<file path="src/rtl/ysyx_23060208_pkg.sv">
// Shared definitions for the ysyx_23060208 AXI-Lite crossbars: address map,
// response codes, crossbar FSM states and slave-select encoding.
package ysyx_23060208_pkg;

  localparam logic [31:0] SRAM_BASE_DEF  = 32'h8000_0000;
  localparam logic [31:0] SRAM_SIZE_DEF  = 32'h0800_0000;
  localparam logic [31:0] CLINT_BASE_DEF = 32'ha000_0048;
  localparam logic [31:0] CLINT_SIZE_DEF = 32'h0000_0008;

  localparam logic [1:0] RESP_OKAY   = 2'b00;
  localparam logic [1:0] RESP_DECERR = 2'b11;

  typedef enum logic [1:0] {
    ST_IDLE,
    ST_AR_FWD,
    ST_R_FWD,
    ST_ERR_RESP
  } xbar_state_e;

  // SEL_NONE only appears between reset and the first accepted request.
  typedef enum logic [1:0] {
    SEL_SRAM,
    SEL_CLINT,
    SEL_ERR,
    SEL_NONE
  } slv_sel_e;

endpackage

</file>
<file path="src/rtl/ysyx_23060208_addr_dec.sv">
// Address decoder shared by the read and write crossbars: maps an address
// onto the SRAM window, the CLINT window, or the error target.
module ysyx_23060208_addr_dec
  import ysyx_23060208_pkg::*;
#(
  parameter int unsigned          DATA_WIDTH = 32,
  parameter logic [DATA_WIDTH-1:0] SRAM_BASE  = SRAM_BASE_DEF,
  parameter logic [DATA_WIDTH-1:0] SRAM_SIZE  = SRAM_SIZE_DEF,
  parameter logic [DATA_WIDTH-1:0] CLINT_BASE = CLINT_BASE_DEF,
  parameter logic [DATA_WIDTH-1:0] CLINT_SIZE = CLINT_SIZE_DEF
) (
  input  logic [DATA_WIDTH-1:0] addr_i,
  output logic [1:0]            sel_o
);

  // One extra bit keeps base+size from wrapping at the top of the map.
  localparam logic [DATA_WIDTH:0] SRAM_LO  = {1'b0, SRAM_BASE};
  localparam logic [DATA_WIDTH:0] SRAM_HI  = {1'b0, SRAM_BASE} + {1'b0, SRAM_SIZE};
  localparam logic [DATA_WIDTH:0] CLINT_LO = {1'b0, CLINT_BASE};
  localparam logic [DATA_WIDTH:0] CLINT_HI = {1'b0, CLINT_BASE} + {1'b0, CLINT_SIZE};

  logic [DATA_WIDTH:0] addr_ext;
  logic                hit_sram;
  logic                hit_clint;

  assign addr_ext  = {1'b0, addr_i};
  assign hit_sram  = (addr_ext >= SRAM_LO) && (addr_ext < SRAM_HI);
  assign hit_clint = (addr_ext >= CLINT_LO) && (addr_ext < CLINT_HI);

  always_comb begin
    sel_o = SEL_ERR;
    if (hit_sram) begin
      sel_o = SEL_SRAM;
    end else if (hit_clint) begin
      sel_o = SEL_CLINT;
    end
  end

endmodule

</file>
<file path="src/rtl/ysyx_23060208_xbar_rd.sv">
// AXI-Lite read crossbar: one master (LSU) to SRAM and CLINT, one read in
// flight, unmapped addresses answered locally with DECERR.
module ysyx_23060208_xbar_rd
  import ysyx_23060208_pkg::*;
#(
  parameter int unsigned          DATA_WIDTH = 32,
  parameter logic [DATA_WIDTH-1:0] SRAM_BASE  = SRAM_BASE_DEF,
  parameter logic [DATA_WIDTH-1:0] SRAM_SIZE  = SRAM_SIZE_DEF,
  parameter logic [DATA_WIDTH-1:0] CLINT_BASE = CLINT_BASE_DEF,
  parameter logic [DATA_WIDTH-1:0] CLINT_SIZE = CLINT_SIZE_DEF
) (
  input  logic                  clk,
  input  logic                  rst,
  input  logic [DATA_WIDTH-1:0] m_araddr,
  input  logic                  m_arvalid,
  output logic                  m_arready,
  output logic [DATA_WIDTH-1:0] m_rdata,
  output logic [1:0]            m_rresp,
  output logic                  m_rvalid,
  input  logic                  m_rready,
  output logic [DATA_WIDTH-1:0] sram_araddr,
  output logic                  sram_arvalid,
  input  logic                  sram_arready,
  input  logic [DATA_WIDTH-1:0] sram_rdata,
  input  logic [1:0]            sram_rresp,
  input  logic                  sram_rvalid,
  output logic                  sram_rready,
  output logic [DATA_WIDTH-1:0] clint_araddr,
  output logic                  clint_arvalid,
  input  logic                  clint_arready,
  input  logic [DATA_WIDTH-1:0] clint_rdata,
  input  logic [1:0]            clint_rresp,
  input  logic                  clint_rvalid,
  output logic                  clint_rready
);

  xbar_state_e           state_q, state_d;
  slv_sel_e              sel_q, sel_d;
  logic [DATA_WIDTH-1:0] addr_q, addr_d;
  logic [1:0]            dec_sel;
  logic                  is_sram;
  logic                  is_clint;
  logic                  sel_arready;
  logic                  sel_rvalid;

  ysyx_23060208_addr_dec #(
    .DATA_WIDTH (DATA_WIDTH),
    .SRAM_BASE  (SRAM_BASE),
    .SRAM_SIZE  (SRAM_SIZE),
    .CLINT_BASE (CLINT_BASE),
    .CLINT_SIZE (CLINT_SIZE)
  ) u_addr_dec (
    .addr_i (m_araddr),
    .sel_o  (dec_sel)
  );

  assign is_sram     = (sel_q == SEL_SRAM);
  assign is_clint    = (sel_q == SEL_CLINT);
  assign sel_arready = (is_sram && sram_arready) || (is_clint && clint_arready);
  assign sel_rvalid  = (is_sram && sram_rvalid) || (is_clint && clint_rvalid);

  always_comb begin
    state_d = state_q;
    sel_d   = sel_q;
    addr_d  = addr_q;
    unique case (state_q)
      ST_IDLE: begin
        if (m_arvalid) begin
          addr_d  = m_araddr;
          sel_d   = slv_sel_e'(dec_sel);
          state_d = (dec_sel == SEL_ERR) ? ST_ERR_RESP : ST_AR_FWD;
        end
      end
      ST_AR_FWD: begin
        if (sel_arready) begin
          state_d = ST_R_FWD;
        end
      end
      ST_R_FWD: begin
        if (sel_rvalid && m_rready) begin
          state_d = ST_IDLE;
        end
      end
      ST_ERR_RESP: begin
        if (m_rready) begin
          state_d = ST_IDLE;
        end
      end
      default: state_d = ST_IDLE;
    endcase
  end

  always_ff @(posedge clk or posedge rst) begin
    if (rst) begin
      state_q <= ST_IDLE;
      sel_q   <= SEL_NONE;
      addr_q  <= '0;
    end else begin
      state_q <= state_d;
      sel_q   <= sel_d;
      addr_q  <= addr_d;
    end
  end

  // Slave address buses carry addr_q permanently; arvalid alone qualifies them.
  assign sram_araddr   = addr_q;
  assign clint_araddr  = addr_q;
  assign m_arready     = !rst && (state_q == ST_IDLE);
  assign sram_arvalid  = (state_q == ST_AR_FWD) && is_sram;
  assign clint_arvalid = (state_q == ST_AR_FWD) && is_clint;
  assign sram_rready   = (state_q == ST_R_FWD) && is_sram && m_rready;
  assign clint_rready  = (state_q == ST_R_FWD) && is_clint && m_rready;

  always_comb begin
    m_rvalid = 1'b0;
    m_rdata  = '0;
    m_rresp  = RESP_OKAY;
    if (state_q == ST_R_FWD) begin
      if (is_sram) begin
        m_rvalid = sram_rvalid;
        m_rdata  = sram_rdata;
        m_rresp  = sram_rresp;
      end else if (is_clint) begin
        m_rvalid = clint_rvalid;
        m_rdata  = clint_rdata;
        m_rresp  = clint_rresp;
      end
    end else if (state_q == ST_ERR_RESP) begin
      m_rvalid = 1'b1;
      m_rresp  = RESP_DECERR;
    end
  end

endmodule

</file>
<file path="config.mk">
export PLATFORM = sky130hd
export DESIGN_NAME = ysyx_23060208_xbar_rd
export DESIGN_NICKNAME = d
export VERILOG_FILES = /design/src/rtl/ysyx_23060208_pkg.sv /design/src/rtl/ysyx_23060208_addr_dec.sv /design/src/rtl/ysyx_23060208_xbar_rd.sv
export SDC_FILE = /design/constraint.sdc
export NUM_CORES = 1
export LEC_CHECK = 0
export BUFFER_PORTS_ARGS = -buffer_cell sky130_fd_sc_hd__buf_4
export CAP_MARGIN = 10
export CORE_MARGIN = 10
export CORE_UTILIZATION = 35
export CTS_BUF_LIST = sky130_fd_sc_hd__clkbuf_8
export DETAILED_ROUTE_END_ITERATION = 10
export PLACE_DENSITY = 0.85
export SETUP_SLACK_MARGIN = 0.1
export SYNTH_ARGS = -nofsm -noshare
export SYNTH_HDL_FRONTEND = slang
export SYNTH_SLANG_ARGS = --single-unit
</file>
<file path="constraint.sdc">
create_clock -name clk -period 1.8 [get_ports clk]
set_clock_uncertainty 0.15 [all_clocks]
set_input_delay 0.45 -clock clk [delete_from_list [all_inputs] [get_ports clk]]
set_output_delay 0.45 -clock clk [all_outputs]
set_load 0.005 [all_outputs]
</file>
==> results.txt, run 1 <==
DRT Pass-1 Iters: 4
PwrDens: 1340 nW/um2
Critical path endpoint category: output pin
Combinational power share: 61.7%
Gr ovfl total: 0
Setup crit start kind: flop
Proportion of layout cells with a drive suffix above 1: 67.5%
Hold Path Class: in2async
Starting density of the core: 36.3%
Critical path type: reg2out
Number of I/O port buffers: 211
Core area: 6420 um2
CP Data Required Time: 1.20 ns
Status: finished, violations left
Post-synth top flop: dfrtp_1
Final instance area: 4130 um2
DRT iter0 DRCs: 40
Post-Syn Area: 2330 um2
# DRC: 0
Vias in the first global route: 2541
Clock share of power: 10.3%
Max IR drop VDD: 0.914 mV
P_sw: 1.85 mW
Worst slew pin tran: 0.365 ns
Pins Over Slew Limit: 0
Layout Utilization: 64.3%
Layout Nets: 526
Via-per-instance ratio: 4.78
CP Launch Point: sel_q[0]
Num CTS Buffers: 5
Antenna violations before repair: 1
ANT nets after route: 0
Gr usage total: 17.0%
CP Cell Sequence: buf_4 > inv_1 > nor3_1 > buf_4
Switching share of power: 33.4%
Hold slack: 0.0649 ns
Worst-path maximum fanout: 11
Yosys top cell by area: dfrtp_1
Fillers: 511
Buf/Inv on CP: 3
Final Non-Filler Cells: 497
Library cells used by synthesis: 29
Avg Synthesized Cell Area: 10.6 um2
# IOs: 212
Crit Reg-Reg Startpoint: state_q[0]
Yosys warns: 0
Flop pwr share: 27.9%
Clock Path Buffers: 2
Crit-path leading delay family: flip-flops
Number of synthesized flops with an enable pin: 0
Via count: 2374
Unrepaired setup endpoints after global routing: true
First-pass GRT wire length: 13800 um
Placed Instances: 481
CP peak stage delay: 0.59 ns
Setup WS pre-CTS: -0.0792 ns
DIE HEIGHT: 102 um
Final TNS setup: -11.55 ns
DIE WIDTH: 102 um
Final period utilization: 120%
Clk sinks: 36
H-Tree Depth: 2
Fin. Hold Viols: 0
Ys async rst share: 100%
Tmin final: 2.16 ns
Syn-to-layout area delta: 77.5%
CP Data Arrival Time: 1.56 ns
CTS clock-pin slew for the worst setup and hold paths: 0.07 ns
CTS Root Cell: clkbuf_8
Placer congestion estimate: 0.865
Routed Wire Length: 9840 um
Register area share after synthesis: 38.8%
Failing checks: negative setup slack
Slew headroom: 75.4%
Mapped Nets: 328
#FFs+latches synth: 36
Detail Placement HPWL: 7990 um
Post-CTS Hold Buffers: 0
Pwr Total: 5.54 mW
Worst setup margin: -0.359 ns
Num rows: 29
CTS tree: done
Final setup fails: 39
Area contributors post-synth: dfrtp_1, mux2i_1, mux2_2, buf_4, nor2_1
Post-synthesis cell count: 220
P_int: 3.69 mW
Placed instance area: 3860 um2
Area fraction of the dominant cell type after synthesis: 36.5%
Die ar.: 10300 um2
Largest net degree at the start of global routing: 36
Static Leakage: 2.03 nW
Max cap viols: 0
Sequential Area: 903 um2
Fmax: 463 MHz
Drt wl/cell: 19.8 um
Most used cell, CP: buf_4
Multi-input gate area: 1130 um2
Worst skew pair latency: 0.28 ns
Crit path max-delay cell type: dfstp_2
[worst register-to-register path, delay by kind of cell, from the launching register on]
kind          cells  cell delay (ns)
flops             1             0.39
buf+inv           3             0.48
simple gates      1             0.19
mux               1             0.33
[final cells by class]
cell class	count	share of cell area [%]
tap	77	2.33
sequential	36	21.9
antenna	1	0.0606
multi-input combinational	135	27.2
clock buffer	6	2.00
clock inverter	2	0.182
timing repair buffer	235	45.9
inverter	5	0.454
[timing repair]
item                                    CTS  global route
buffers inserted                          1             2
cloned                                    1             3
pin swaps                                 2             2
hold endpoints to repair                  0             0
endpoints found under the setup margin   40            75
gates resized for setup                  11             5
[cells in the mapped netlist, drive strengths merged (3+ instances only)]
cell,number
clkbuf,4
inv,5
nor4,5
nand2,3
dfrtp,34
nor3,4
nor2,37
mux2i,35
o21a,3
mux2,33
buf,40
[flip-flops by register name, summed over array words and instances, names as in the netlist]
name          count
clint_araddr     32
sel_q             2
state_q           2
[metal layers]
| metal | global-route usage (%) | wire, um |
|---|---|---|
| met1 | 16.8 | 3400 |
| met2 | 31.8 | 5140 |
| met3 | 6.81 | 1190 |
| met4 | 4.73 | 116 |
| met5 | 0 | 0 |
[placed cells by master, fill, tap and decap left out, types with 2 or more instances in the layout]
cell type    n
buf_12       3
buf_4      220
buf_6        9
clkbuf_16    2
clkbuf_8     6
dfrtp_1     34
dfstp_2      2
inv_1        6
mux2_1       2
mux2_2      30
mux2i_1     35
nand2_1      3
nor2_1      37
nor3_1       2
nor4_1       4
nor4b_1      2
o21a_1       3
[power by group through the flow]
stage                     sequential [mW]  combinational (mW)  clock [mW]
final                                1.55                3.42       0.573
after global routing                 1.61                3.69       0.642
after CTS                            1.55                3.33       0.596
after detailed placement             1.55                3.16           0
after global placement               1.53                3.10           0
after floorplan                      1.55                1.54           0
[final timing paths]
kind | to | slack (ns) | cells after the start
worst max-delay path | clint_rready | -0.36 | 4
worst min-delay path | state_q[1] | 0.06 | 3
worst max register to register | clint_araddr[8] | 0.15 | 5
worst min register to register | clint_araddr[12] | 0.38 | 1
max in group asynchronous | sel_q[0] | 1.19 | 3
min in group clk | state_q[0] | 0.23 | 2
[kinds of logic after synthesis]
group	Yosys count	share of synthesized area, %
AOI/OAI and AO/OA	9	2.79
buffers and inverters	49	14.7
DFF	36	38.8
muxes	68	31.0
and+or+nand+nor	58	12.7
Note: power is estimated with default switching activity, not from simulation.
==> inputs of run 2 (changes only) <==
==> constraint.sdc (replaced) <==
create_clock -name clk -period 1.8 [get_ports clk]
set_clock_uncertainty 0.15 [all_clocks]
set_input_delay 0.27 -clock clk [delete_from_list [all_inputs] [get_ports clk]]
set_output_delay 0.27 -clock clk [all_outputs]
set_load 0.005 [all_outputs]
==> run 2 against run 1 <==
Net effect:
- the run still ends with negative setup slack left
- sequential power grew 3%
- critical path type unchanged
- critical endpoint is now m_rdata[16]
- first-iteration DRC count is 95% higher
- largest cell class unchanged
- largest power group unchanged
- non-clock buffer count up 17
==> results.txt, run 2 (synthesis results as in run 1) <==
Status: finished, violations left (unchanged)
Failing checks: negative setup slack (unchanged)
CTS Root Cell: clkbuf_8 (unchanged)
Gr ovfl total: 0 (unchanged)
Proportion of layout cells with a drive suffix above 1: 71.6% (was 67.5%)
First-pass GRT wire length: 15300 um (was 13800 um)
Tmin final: 2.01 ns (was 2.16 ns)
Pwr Total: 6.51 mW (was 5.54 mW)
Final instance area: 4640 um2 (was 4130 um2)
Setup crit start kind: flop (unchanged)
Unrepaired setup endpoints after global routing: true (unchanged)
Final TNS setup: -5.69 ns (was -11.55 ns)
Vias in the first global route: 2787 (was 2541)
Syn-to-layout area delta: 99.1% (was 77.5%)
H-Tree Depth: 2 (unchanged)
Max cap viols: 0 (unchanged)
Placer congestion estimate: 0.846 (was 0.865)
FF-to-FF path depth: 7 (was 5)
Core area: 6420 um2 (unchanged)
Num rows: 29 (unchanged)
Critical path endpoint category: output pin (unchanged)
Final period utilization: 112% (was 120%)
# DRC: 0 (unchanged)
DRT Pass-1 Iters: 4 (unchanged)
Die ar.: 10300 um2 (unchanged)
CP Data Arrival Time: 1.59 ns (was 1.56 ns)
Max reg flops: 32 (unchanged)
PwrDens: 1400 nW/um2 (was 1340 nW/um2)
ANT nets after route: 0 (unchanged)
Via-per-instance ratio: 5.05 (was 4.78)
Number of I/O port buffers: 211 (unchanged)
Largest net degree at the start of global routing: 37 (was 36)
Gr usage total: 19.0% (was 17.0%)
Via count: 2597 (was 2374)
Final Non-Filler Cells: 514 (was 497)
Detail Placement HPWL: 8050 um (was 7990 um)
Critical path type: reg2out (unchanged)
Slew headroom: 69.5% (was 75.4%)
Num CTS Buffers: 5 (unchanged)
Drt wl/cell: 22.9 um (was 19.8 um)
Placed instance area: 3790 um2 (was 3860 um2)
Hold Path Class: in2reg (was in2async)
Static Leakage: 2.30 nW (was 2.03 nW)
Hold slack: 0.0494 ns (was 0.0649 ns)
Clock Path Buffers: 2 (unchanged)
CTS clock-pin slew for the worst setup and hold paths: 0.07 ns (about the same)
Routed Wire Length: 11800 um (was 9840 um)
Final setup fails: 40 (was 39)
Layout Utilization: 72.2% (was 64.3%)
Setup WS pre-CTS: 0.0976 ns (was -0.0792 ns)
Pins Over Slew Limit: 0 (unchanged)
CP Data Required Time: 1.38 ns (was 1.20 ns)
Fin. Hold Viols: 0 (unchanged)
Clk sinks: 36 (unchanged)
Starting density of the core: 36.3% (unchanged)
Commonest non-fill, non-tap cells in the layout: buf_4, nor2_1, mux2i_1, dfrtp_1, mux2_4 (was buf_4, nor2_1, mux2i_1)
DIE WIDTH: 102 um (unchanged)
Worst-path maximum fanout: 6 (was 11)
Most common cell after layout, fill and taps aside: buf_4 (unchanged)
Worst setup margin: -0.209 ns (was -0.359 ns)
Placed Instances: 475 (was 481)
Max IR drop VDD: 0.986 mV (was 0.914 mV)
Hold path depth: 2
Fillers: 428 (was 511)
Antenna violations before repair: 1 (unchanged)
Layout Nets: 543 (was 526)
DIE HEIGHT: 102 um (unchanged)
DRT iter0 DRCs: 78 (was 40)
# IOs: 212 (unchanged)
Worst slew pin tran: 0.458 ns (was 0.365 ns)
CTS tree: done (unchanged)
Worst skew pair latency: 0.28 ns (about the same)
Fmax: 498 MHz (was 463 MHz)
-- run 2: final timing paths --
| kind | startpoint | end | slack [ns] |
|---|---|---|---|
| min | m_rready | state_q[0] | 0.05 |
| max | sel_q[0] | m_rdata[16] | -0.21 |
| max in group asynchronous | rst | sel_q[1] | 0.93 |
| max reg2reg | sel_q[0] | state_q[1] | -0.06 |
| min in group asynchronous | rst | clint_araddr[3] | 0.23 |
| min reg2reg | sel_q[1] | sel_q[1] | 0.39 |
-- run 2: where the power goes --
part           internal [mW]  switching (mW)  total (mW)  leakage [nW]
Clock                  0.410           0.294       0.704        0.0541
Sequential              1.23           0.372        1.60         0.420
Combinational           2.72            1.48        4.20          1.83
Total                   4.36            2.15        6.51          2.30
-- run 2: per-layer routing --
| layer | routed length, um | part of all wire, % | global-route usage [%] |
|---|---|---|---|
| met3 | 1250 | 11 | 7.62 |
| met5 | 0 | 0 | 0 |
| met1 | 4030 | 34 | 18.0 |
| met4 | 450 | 3.8 | 7.81 |
| met2 | 6060 | 51 | 35.3 |
-- run 2: repair_timing --
item / CTS / global route
hold buffers: 1 / 0
setup buffers: 9 / 12
resized for setup: 30 / 50
setup endpoints to repair: 40 / 73
hold endpoints to repair: 34 / 0
pin swaps: 4 / 4
gates cloned: 3 / 6
-- run 2: critical path: stages, from the launching register on --
cell,delay (ns)
dfstp_2,0.57
buf_4,0.16
buf_12,0.12
mux2i_1,0.25
nor2_1,0.07
buf_4,0.14
-- run 2: cell type report --
cell class                 instances  area [um2]  share of cell area, %
antenna                            1        2.50                 0.0540
clock buffer                       5        68.8                   1.48
clock inverter                     3        42.5                  0.918
inverter                           5        23.8                  0.513
multi-input combinational        135        1280                   27.7
sequential                        36         906                   19.5
tap                               77        96.3                   2.08
timing repair buffer             252        2210                   47.7
==> inputs of run 3 (changes only) <==
--- a/config.mk
+++ b/config.mk
@@ -9,7 +9,7 @@
 export CAP_MARGIN = 10
 export CORE_MARGIN = 10
 export CORE_UTILIZATION = 35
-export CTS_BUF_LIST = sky130_fd_sc_hd__clkbuf_8
+export CTS_BUF_LIST = sky130_fd_sc_hd__clkbuf_4
 export DETAILED_ROUTE_END_ITERATION = 10
 export PLACE_DENSITY = 0.85
 export SETUP_SLACK_MARGIN = 0.1
==> run 3 against run 2 <==
Net effect:
- the flow still finishes with violations (negative setup slack)
- core utilization up 1.1 points
- power down 1.8%
- non-clock buffer count up 10
- sequential power about the same
- register-to-register slack about the same
- wire length up 0.63%
- worst hold slack worse by 0.035 ns
- combinational power about the same
- critical path type unchanged
==> results.txt, run 3 (synthesis results as in run 1) <==
Gr usage total: 19.7% (was 19.0%)
Clock Path Buffers: 2 (unchanged)
Failing checks: negative setup slack (unchanged)
Setup WS pre-CTS: 0.0976 ns (unchanged)
FF-to-FF path depth: 7 (unchanged)
Hold path depth: 2 (unchanged)
# IOs: 212 (unchanged)
Syn-to-layout area delta: 102% (was 99.1%)
Core area: 6420 um2 (unchanged)
Status: finished, violations left (unchanged)
Worst skew pair latency: 0.33 ns (was 0.28 ns)
Critical path endpoint category: output pin (unchanged)
# DRC: 0 (unchanged)
CP Data Required Time: 1.38 ns (about the same)
Final setup fails: 42 (was 40)
Hold Path Class: in2reg (unchanged)
CP Data Arrival Time: 1.71 ns (was 1.59 ns)
Setup crit start kind: flop (unchanged)
Routed Wire Length: 11900 um (was 11800 um)
Via count: 2613 (was 2597)
Diodes inserted: 0 (was 1)
Most common cell after layout, fill and taps aside: buf_4 (unchanged)
ANT nets after route: 0 (unchanged)
Tmin final: 2.13 ns (was 2.01 ns)
CTS Root Cell: clkbuf_4 (was clkbuf_8)
Proportion of layout cells with a drive suffix above 1: 69.7% (was 71.6%)
Pins Over Slew Limit: 0 (unchanged)
Worst slew pin tran: 0.459 ns (was 0.458 ns)
Max reg flops: 32 (unchanged)
Pwr Total: 6.39 mW (was 6.51 mW)
Clk sinks: 36 (unchanged)
Fmax: 469 MHz (was 498 MHz)
Static Leakage: 2.33 nW (was 2.30 nW)
Worst setup margin: -0.330 ns (was -0.209 ns)
DRT iter0 DRCs: 44 (was 78)
Starting density of the core: 36.3% (unchanged)
DRT Pass-1 Iters: 4 (unchanged)
Gr ovfl total: 0 (unchanged)
Detail Placement HPWL: 8050 um (unchanged)
Layout Utilization: 73.3% (was 72.2%)
CP Cell Sequence: buf_4 > clkbuf_16 > mux2i_1 > nor2_1 > buf_4 (was buf_4 > buf_12 > mux2i_1 > nor2_1 > buf_4)
CP peak stage delay: 0.58 ns (was 0.57 ns)
CTS clock-pin slew for the worst setup and hold paths: 0.11 ns (was 0.07 ns)
Die ar.: 10300 um2 (unchanged)
Layout Nets: 553 (was 543)
First-pass GRT wire length: 16000 um (was 15300 um)
Max cap viols: 0 (unchanged)
Worst-path maximum fanout: 6 (unchanged)
DIE WIDTH: 102 um (unchanged)
Vias in the first global route: 2851 (was 2787)
Drt wl/cell: 22.7 um (was 22.9 um)
Most used cell, CP: buf_4 (unchanged)
Via-per-instance ratio: 5.00 (was 5.05)
PwrDens: 1360 nW/um2 (was 1400 nW/um2)
Antenna violations before repair: 0 (was 1)
CTS tree: done (unchanged)
Crit path max-delay cell type: dfstp_2 (unchanged)
Number of I/O port buffers: 211 (unchanged)
Unrepaired setup endpoints after global routing: true (unchanged)
DIE HEIGHT: 102 um (unchanged)
Final period utilization: 118% (was 112%)
Max IR drop VDD: 0.976 mV (was 0.986 mV)
Num CTS Buffers: 5 (unchanged)
Fin. Hold Viols: 0 (unchanged)
Largest net degree at the start of global routing: 37 (unchanged)
Num rows: 29 (unchanged)
Slew headroom: 69.4% (was 69.5%)
H-Tree Depth: 2 (unchanged)
Placer congestion estimate: 0.846 (unchanged)
Commonest non-fill, non-tap cells in the layout: buf_4, nor2_1, mux2_4, mux2i_1, dfrtp_1 (was buf_4, nor2_1, mux2i_1, dfrtp_1, mux2_4)
Critical path type: reg2out (unchanged)
R2r setup slk: -0.05 ns (was -0.06 ns)
==> run 3: cell types whose count changed in the layout (fill, tap and decap cells not counted), moves of 2 or more <==
cell / delta
buf_8: -2
clkbuf_4: +5
buf_12: -3
dlygate4sd3_1: +15
clkbuf_8: -5
==> run 3: path summary, 6_finish.rpt <==
check                             start          endpoint
hold / removal             m_araddr[17]  clint_araddr[17]
setup / recovery               sel_q[0]       m_rdata[23]
min in group asynchronous           rst   clint_araddr[3]
max in group asynchronous           rst          sel_q[1]
hold reg to reg                sel_q[1]          sel_q[1]
setup reg to reg               sel_q[0]        state_q[1]
==> run 3: layout make-up <==
class	count	area [um2]
repair buffers	262	2290
fillers	418	1710
multi-input cells	135	1310
flip-flops and latches	36	906
well taps	77	96.3
clock inverters	3	42.5
clock buffers	5	37.5
inverters	5	23.8
==> run 3: critical path, delay by kind of cell (launching register included) <==
family	cells	cell delay (ns)
and+or+nand+nor	1	0.10
buffers and inverters	3	0.44
DFF	1	0.58
muxes	1	0.24
==> run 3: report_power, final <==
group	total, mW	internal [mW]	switching (mW)
clock	0.574	0.290	0.284
combinational	4.21	2.72	1.49
sequential	1.60	1.23	0.376
==> run 3: repair_timing <==
action	CTS	global route
setup buffers	10	5
hold buffers	11	4
pin swaps	4	3
gates cloned	4	7
endpoints found under the hold margin	44	4
gates resized for setup	54	24
setup endpoints to repair	40	76
==> run 3: through the flow <==
stage | instances | setup TNS, ns | instance area (um2) | hold slack [ns]
final | 523 | -8.01 | 4710 | 0.0147
after CTS | 508 | -7.10 | 4390 | 0.0000898
after global routing | 523 | -12.20 | 4710 | 0.00354
after detailed placement | 475 | 0 | 3790 | 0.267
after floorplan | 220 | 0 | 2330 | 0.212
after global placement | 475 | 0 | 3790 | 0.271
==> run 3: metal layers <==
layer  GRT usage, %  wire length [um]
met1           18.7              4000
met2           37.3              6220
met3           7.96              1230
met4           7.04               414
met5              0                 0
